**config.mk**
```make
export PLATFORM = sky130hd
export DESIGN_NAME = serial_adder
export DESIGN_NICKNAME = d
export VERILOG_FILES = /design/src/rtl/serial_adder.sv
export SDC_FILE = /design/constraint.sdc
export NUM_CORES = 1
export LEC_CHECK = 0
export CAP_MARGIN = 20
export CORE_AREA = 4 4 55 57
export DETAILED_ROUTE_END_ITERATION = 8
export DIE_AREA = 0 0 59 61
export GPL_ROUTABILITY_DRIVEN = 1
export GPL_TIMING_DRIVEN = 0
export PLACE_DENSITY_LB_ADDON = 0.25
export SYNTH_ARGS = -nofsm -noshare
export SYNTH_HDL_FRONTEND = slang
export SYNTH_SLANG_ARGS = --single-unit
```
**constraint.sdc**
```tcl
create_clock -name clk -period 1.5 [get_ports clk]
set_input_delay 0.225 -clock clk [delete_from_list [all_inputs] [get_ports clk]]
set_output_delay 0.225 -clock clk [all_outputs]
set_load 0.05 [all_outputs]
```
**src/rtl/serial_adder.sv**
```systemverilog
// Bit-serial adder: latches two WIDTH-bit operands and adds them LSB-first, one bit per clock.
// Optional SERIAL_ADDER_SUB_EN adds a 'sub' input selecting a-b via inverted b and carry-in of 1.
module serial_adder #(
  parameter int unsigned WIDTH = 4
) (
  input  logic             clk,
  input  logic             reset,
  input  logic             start,
`ifdef SERIAL_ADDER_SUB_EN
  input  logic             sub,
`endif
  input  logic [WIDTH-1:0] a,
  input  logic [WIDTH-1:0] b,
  output logic             busy,
  output logic             done,
  output logic [WIDTH-1:0] sum,
  output logic             cout
);

  localparam int unsigned CW = $clog2(WIDTH) + 1;

  typedef enum logic [1:0] {IDLE, SHIFT, DONE} state_t;

  state_t           state, state_nxt;
  logic [WIDTH-1:0] a_sh, b_sh, res, res_nxt;
  logic             carry;
  logic [CW-1:0]    cnt;
  logic             last;
  logic             ha0_s, ha0_c, ha1_s, ha1_c, fa_c;
  logic [WIDTH-1:0] b_in;
  logic             c_in;

`ifdef SERIAL_ADDER_SUB_EN
  assign b_in = sub ? ~b : b;
  assign c_in = sub;
`else
  assign b_in = b;
  assign c_in = 1'b0;
`endif

  // Full-add cell: two half adders plus an OR for the carry.
  always_comb begin
    ha0_s = a_sh[0] ^ b_sh[0];
    ha0_c = a_sh[0] & b_sh[0];
    ha1_s = ha0_s ^ carry;
    ha1_c = ha0_s & carry;
    fa_c  = ha0_c | ha1_c;
  end

  always_comb begin
    res_nxt = '0;
    res_nxt[WIDTH-1] = ha1_s;
    for (int unsigned i = 0; i + 1 < WIDTH; i++) begin
      res_nxt[i] = res[i+1];
    end
  end

  assign last = (cnt == CW'(WIDTH - 1));

  always_ff @(posedge clk) begin
    if (reset) state <= IDLE;
    else       state <= state_nxt;
  end

  always_comb begin
    state_nxt = state;
    busy      = 1'b0;
    done      = 1'b0;
    case (state)
      IDLE:  if (start) state_nxt = SHIFT;
      SHIFT: begin
        busy = 1'b1;
        if (last) state_nxt = DONE;
      end
      DONE: begin
        done      = 1'b1;
        state_nxt = IDLE;
      end
      default: state_nxt = IDLE;
    endcase
  end

  // sum/cout are only written on the completing edge so partial results never show.
  always_ff @(posedge clk) begin
    if (reset) begin
      a_sh  <= '0;
      b_sh  <= '0;
      res   <= '0;
      carry <= 1'b0;
      cnt   <= '0;
      sum   <= '0;
      cout  <= 1'b0;
    end else begin
      case (state)
        IDLE: begin
          if (start) begin
            a_sh  <= a;
            b_sh  <= b_in;
            carry <= c_in;
            cnt   <= '0;
          end
        end
        SHIFT: begin
          a_sh  <= a_sh >> 1;
          b_sh  <= b_sh >> 1;
          res   <= res_nxt;
          carry <= fa_c;
          cnt   <= cnt + CW'(1);
          if (last) begin
            sum  <= res_nxt;
            cout <= fa_c;
          end
        end
        default: ;
      endcase
    end
  end

endmodule

```
Word level (Yosys, flattened, before mapping)
Cells that the tools add are included.
Word-level totals
  bits in registers: 23
  input bits: 11
  output and inout bits: 7
  word-level logic and storage cells: 37
Cells by class
  add/subtract/negate cells: 1
  eq/ne operators: 5
  mux-type cells: 13
  bitwise gates (word level): 5
  reductions and logical operators: 5
Operators with widths (count)
  4-bit one-hot mux with 2 select lines: 2
  4-bit 2-to-1 mux: 2
  3-bit one-hot mux with 2 select lines: 1
  2-bit AND reduction: 3
  2-bit 2-to-1 mux: 2
  2-bit inequality test (second input constant): 2
  2-bit one-hot mux with 2 select lines: 1
  3-bit by 1-bit adder with 3-bit output (second input constant): 1
  3-bit by 2-bit == test with 1-bit output (second input constant): 1
  1-bit 2-to-1 mux: 3
  3-bit 2-to-1 mux: 1
  1-bit AND: 2
  2-bit by 1-bit == test with 1-bit output (second input constant): 1
  2-bit == test (second input constant): 1
  2-bit logical NOT: 1
  1-bit one-hot mux with 2 select lines: 1
  2-bit nonzero test: 1
  1-bit bitwise XOR: 2
  1-bit bitwise OR: 1

Longest topological paths before layout
Gate-level depths: netlist of the first run.
  depth after elaboration: 4
  gate-level depth with buffers: 5
  depth with buffers taken out: 5

Worst setup path after synthesis of the first run
OpenSTA, ideal clock, no wires.
  kind: register to output
  start: register state[0]
  end: output port done
  data arrival time: 1.198 ns
  data required time: 1.275 ns
  setup slack: 0.077 ns
  cell stages (with the launch flop): 3
  buffers on the path: 1
  cell sequence: dfxtp_1 > buf_4 > nor2b_1
Between the ends
  cells in the longest elaborated chain, start to end: 2
RTL lines
  start: declaration: line 24  | state_t state, state_nxt;
  start signal: assignment: line 62  | else state <= state_nxt;
  2-bit == test: line 69  | case (state)
  1-bit 2-to-1 mux: line 69
  end: declaration: line 15  | output logic done,
No other way between the ends.

Worst setup path after layout of the first run
  start: register state[0]
  end: output port busy
Between the ends
  cells in the longest elaborated chain, start to end: 2
RTL lines
  2-bit by 1-bit == test with 1-bit output: line 69
  1-bit 2-to-1 mux: line 69
  end: declaration: line 14  | output logic busy,
No other way between the ends.

==> impl_metrics.tcl, run 1 <==
set metrics [dict create \
    post-cts-setup-buffer-count 0 \
    pwr-share-seq 0.592 \
    vias 713 \
    p_int_w 0.000799 \
    yosys-top-cells-area "dfxtp_1, mux2i_1, a211oi_2" \
    drc_errors 0 \
    setup-tns-final_ps 0 \
    ctsRootBufferMaster "clkbuf_4" \
    hold_path_class "flop to flop" \
    setup_viol 0 \
    htreeDepth 1 \
    grt.met2_usage 0.178 \
    dieArea_um2 3600 \
    nets 130 \
    synth_top_area_cell "dfxtp_1" \
    status "finished clean" \
    synth_top_area_frac 0.454 \
    finish.utilization 0.489 \
    port_buffers 17 \
    cts_tree "built" \
    hold_viol_final 0 \
    critPathSlowestCell "dfxtp_4" \
    crit_type "flop to primary output" \
    start_kind "flop" \
    power_frac_comb 0.169 \
    fmax_ghz 0.700 \
    drive_gt1_frac 0.211 \
    cts_hold_buf 0 \
    grt_overflow_total 0 \
    power.density_nw_per_um2 877 \
    synth_cells 94 \
    synth_cell_types 24 \
    place_congestion 0.680 \
    grt_setup_unrepaired "false" \
    fin_ws_ps 71.8 \
    relSlewSlack 0.676 \
    cts_buffers 3 \
    clock_sinks 22 \
    clk_pin_slew_worst_paths_ps 110 \
    hpwlAfterDp_mm 1.36 \
    postSynthAreaPerCell_um2 10.3 \
    drtIter0Drc 10 \
    insertion_delay_ps 290 \
    ant_nets 0 \
    die_x_um 59 \
    drv_cap 0 \
    fin_crit_sh 0.952 \
    netlist_area_um2 971 \
    max_stage_delay_ps 380 \
    ys_seq_area_frac 0.454 \
    place_ws_ps -318 \
    clockBufferDepth 2 \
    rows 18 \
    antenna_found_initial 0 \
    holdWs_ps 460 \
    drv_slew 0 \
    use_met1 0.157 \
    skew_ps 2.70 \
    worstPathCellList "nor2b_4 > buf_6 > buf_12 > buf_8" \
    worst_pin_slew_ps 489 \
    power_leakage_nw 0.486 \
    p_sw_frac 0.248 \
    syn_to_final_growth_pct 24.7 \
    synth.most_common_cell "dfxtp_1" \
    use_met3 0.0234 \
    synth_common_cells "dfxtp_1, nor2_1, mux2i_1" \
    async_flop_share 0 \
    routed_via_density 4.95 \
    ys.flop_type "dfxtp_1" \
    synth_seq_cells 22 \
    die_y_um 61 \
    busiest_layer "met2" \
    antennaDiodeCount 0 \
    synth_edf_count 0 \
    initial_core_util 0.392 \
    clkPwrFrac 0.238 \
    power_w 0.00106 \
    syn-num-nets 108 \
    firstDrtPassIters 4 \
    worstPathArrival_ps 1200 \
    yosysWarningCount 0 \
    num_io_pins 18 \
    grt_max_degree 12 \
    critical_path_peak_fanout 10 \
    switchingPower_w 0.000263 \
    worstSetupEndpointType "primary output" \
    fin_crit_ps 1430 \
    core_area_um2 2480 \
    wirelength_mm 1.83 \
    grt_use_total 0.118 \
    required_ps 1270 \
    grt_pass1_vias 719 \
    vdd_drop_max_v 0.000673 \
    post_drt_wl_per_cell_um 12.7 \
    grt_pass1_wl_mm 3.19 \
]
[kinds of logic (layout without fill, tap and decap cells)]
| logic type | after synthesis | in the layout | synth area share |
|---|---|---|---|
| and+or+nand+nor | 31 | 31 | 0.146 |
| buffers and inverters | 9 | 29 | 0.0722 |
| DFF | 22 | 22 | 0.454 |
| AOI/OAI and AO/OA | 19 | 19 | 0.179 |
| muxes | 10 | 10 | 0.103 |
| adders and majority gates | 3 | 3 | 0.0464 |
[sequential cells by signal, summed over array words and instances (netlist names)]
name / flops
b_sh: 4
res: 3
sum: 4
a_sh: 4
cout: 1
cnt: 3
carry: 1
state: 2
[worst max-delay path: cells and delay by family (launching register included)]
kind	cells	cell delay [ps]
simple gates	1	140
flops	1	380
buf+inv	3	390
[cell type report]
| class | count | area, um^2 |
|---|---|---|
| inverter | 3 | 11.3 |
| fill | 247 | 1270 |
| tap | 30 | 37.5 |
| clock buffer | 3 | 22.5 |
| timing repair buffer | 17 | 166 |
| multi-input combinational | 63 | 468 |
| buffer | 6 | 58.8 |
| sequential | 22 | 447 |
[layout by cell type, fill, tap and decap left out, drive strengths merged]
cell           instances
a21oi                  5
fa                     1
nor3b                  1
nor3                   1
buf                    7
clkbuf                 4
mux2i                 10
o21ba                  1
inv                    3
nor2b                  2
o21bai                 1
ha                     2
nand2                  5
nor2                  16
clkdlybuf4s50         10
nand3                  5
nand3b                 1
a22oi                  5
dfxtp                 22
a211oi                 7
dlygate4sd2            5
[per-stage QoR]
step                      instance area, um^2  instances
after floorplan                           971         94
after global placement                   1180        141
after detailed placement                 1180        141
after CTS                                1190        144
after global routing                     1210        144
final                                    1210        144
[power by group through the flow]
stage	Clock (W)	Sequential, W	Combinational (W)
after global placement	0	0.000642	0.000174
after global routing	0.000294	0.000634	0.000198
after detailed placement	0	0.000643	0.000178
final	0.000253	0.000629	0.000180
after floorplan	0	0.000638	0.000125
after CTS	0.000267	0.000630	0.000179
[path summary, 6_finish.rpt]
| check | startpoint | end | slack (ps) | cells after the start |
|---|---|---|---|---|
| min reg2reg | cnt[0] | cnt[0] | 460 | 1 |
| max reg2reg | cnt[0] | sum[2] | 180 | 5 |
| min | cnt[0] | cnt[0] | 460 | 1 |
| max | state[0] | busy | 70 | 4 |
[what timing repair did]
item	in CTS	in global routing
pin swaps	0	1
resized for setup	18	8
endpoints found under the setup margin	7	7
[routing by layer]
layer / up-vias / routed length, um
met5: - / 0
met1: 335 / 884
met2: 10 / 832
met4: 0 / 38
met3: 4 / 69
li1: 364 / -
No activity file was read; power rests on OpenSTA's default activity.
==> inputs of run 2 (changes only) <==
--- a/config.mk
+++ b/config.mk
@@ -6,9 +6,9 @@
 export NUM_CORES = 1
 export LEC_CHECK = 0
 export CAP_MARGIN = 20
-export CORE_AREA = 4 4 55 57
+export CORE_AREA = 4 4 50 61
 export DETAILED_ROUTE_END_ITERATION = 8
-export DIE_AREA = 0 0 59 61
+export DIE_AREA = 0 0 54 65
 export GPL_ROUTABILITY_DRIVEN = 1
 export GPL_TIMING_DRIVEN = 0
 export PLACE_DENSITY_LB_ADDON = 0.25
==> run 2 against run 1 <==
  * Clock power up 23%
  * Clock-buffer cell count up 1
  * Maximum frequency down 1.4%
  * Power up 5.4%
  * Clock skew about the same
  * Combinational power about the same
  * Design area up 1.4%
  * Die area down 2.5%
  * Hold slack better by 1.3 ps
  * Sequential power about the same
  * Via count up 0.14%
  * Non-clock buffer count up 2
==> impl_metrics.tcl, run 2 (synthesis results as in run 1) <==
set metrics [dict create \
    status "finished clean" \
    rows 20 \
    firstDrtPassIters 4 \
    clock_sinks 22 \
    reg2reg_from "cnt[0]" \
    cts_hold_buf 0 \
    grt_use_total 0.121 \
    nets 132 \
    drv_slew 0 \
    critPathSlowestCell "dfxtp_2" \
    fmax_ghz 0.690 \
    finish.utilization 0.496 \
    power_leakage_nw 0.498 \
    place_ws_ps -306 \
    vias 714 \
    grt_overflow_total 0 \
    port_buffers 17 \
    initial_core_util 0.392 \
    drc_errors 0 \
    die_x_um 54 \
    ant_nets 0 \
    fin_crit_ps 1450 \
    grt_max_degree 13 \
    antennaDiodeCount 0 \
    antenna_found_initial 0 \
    crit_buf_inv 3 \
    cts_tree "built" \
    layout_common_cells "dfxtp_1, nor2_1, mux2i_1, clkdlybuf4s50_1, a211oi_2" \
    layout_commonest_cell "dfxtp_1" \
    grt_pass1_wl_mm 3.14 \
    crit_family "buffers and inverters" \
    setup_viol 0 \
    post_drt_wl_per_cell_um 12.0 \
    start_kind "flop" \
    routed_via_density 4.76 \
    fin_ws_ps 51.6 \
    insertion_delay_ps 290 \
    worstPathArrival_ps 1220 \
    relSlewSlack 0.674 \
    r2r_setup_slack_ps 160 \
    r2r_cells 6 \
    rr_endpoint "sum[2]" \
    clk_pin_slew_worst_paths_ps 110 \
    htreeDepth 1 \
    drive_gt1_frac 0.222 \
    reg_top3 "a_sh: 4 flops, b_sh: 4 flops, sum: 4 flops" \
    ctsRootBufferMaster "clkbuf_4" \
    vdd_drop_max_v 0.000462 \
    setup-tns-final_ps 0 \
    clockBufferDepth 2 \
    num_io_pins 18 \
    syn_to_final_growth_pct 26.5 \
    crit_path_frequent_cell "buf_6" \
    hold_end "sum[1]" \
    cts_buffers 3 \
    power.density_nw_per_um2 912 \
    critical_path_peak_fanout 10 \
    die_y_um 65 \
    required_ps 1270 \
    max_stage_delay_ps 370 \
    hold_path_class "flop to flop" \
    wirelength_mm 1.80 \
    hold_viol_final 0 \
    holdWs_ps 461 \
    worstPathCellList "nor2b_2 > buf_6 > buf_12 > buf_6" \
    post-route-cell-area_um2 1230 \
    dieArea_um2 3510 \
    core_area_um2 2480 \
    worstSetupEndpointType "primary output" \
    worst_pin_slew_ps 491 \
    hp-start "sum[1]" \
    hpwlAfterDp_mm 1.32 \
    place_congestion 0.710 \
    drtIter0Drc 16 \
    grt_setup_unrepaired "false" \
    drv_cap 0 \
    placedInstanceArea_um2 1180 \
    grt_pass1_vias 707 \
    crit_type "flop to primary output" \
    hold_depth 2 \
    fin_crit_sh 0.966 \
    skew_ps 2.90 \
]
## run 2: cell count changes in the layout (fill, tap and decap cells not counted), sizes merged
cell	previous run	this run
buf	7	9
clkbuf	4	5
## run 2: layout make-up
class	instances	area, um^2
Fill cell	236	1250
Inverter	3	11.3
Timing Repair Buffer	19	175
Buffer	6	58.8
Multi-Input combinational cell	63	463
Sequential cell	22	443
Clock buffer	4	36.3
Tap cell	33	41.3
## run 2: where the power goes
part / internal [W] / switching (W)
clock: 0.000148 / 0.000164
sequential: 0.000611 / 0.0000184
combinational: 0.0000947 / 0.0000851
total: 0.000853 / 0.000267
## run 2: stage by stage
step           std cells  total power (W)
6_report             150          0.00112
5_1_grt              150          0.00118
4_1_cts              148          0.00114
3_5_place_dp         144         0.000820
3_3_place_gp         144         0.000816
2_1_floorplan         94         0.000763
## run 2: metal layers
layer,wire [um],up-vias,share of wire,track usage
met4,21,0,0.012,0.0561
li1,-,372,-,-
met5,0,-,0,0
met3,84,2,0.047,0.0207
met2,879,15,0.49,0.182
met1,818,325,0.45,0.166
## run 2: what timing repair did
action	CTS	global route
resized for setup	18	2
pin swaps	0	1
endpoints found under the setup margin	7	8
buffers inserted	0	2
## run 2: worst max-delay path by stage
stage | start | endpoint | depth (start not counted)
final | state[0] | busy | 4
after global routing | state[0] | done | 3
after global placement | state[0] | busy | 4
after detailed placement | state[0] | busy | 4
after floorplan | state[0] | done | 2
after CTS | cnt[0] | sum[2] | 5
## run 2: worst min-delay path: stages, from the launching register on
cell and delay, ps:
dfxtp_1 320, nand2_1 50, a21oi_1 50
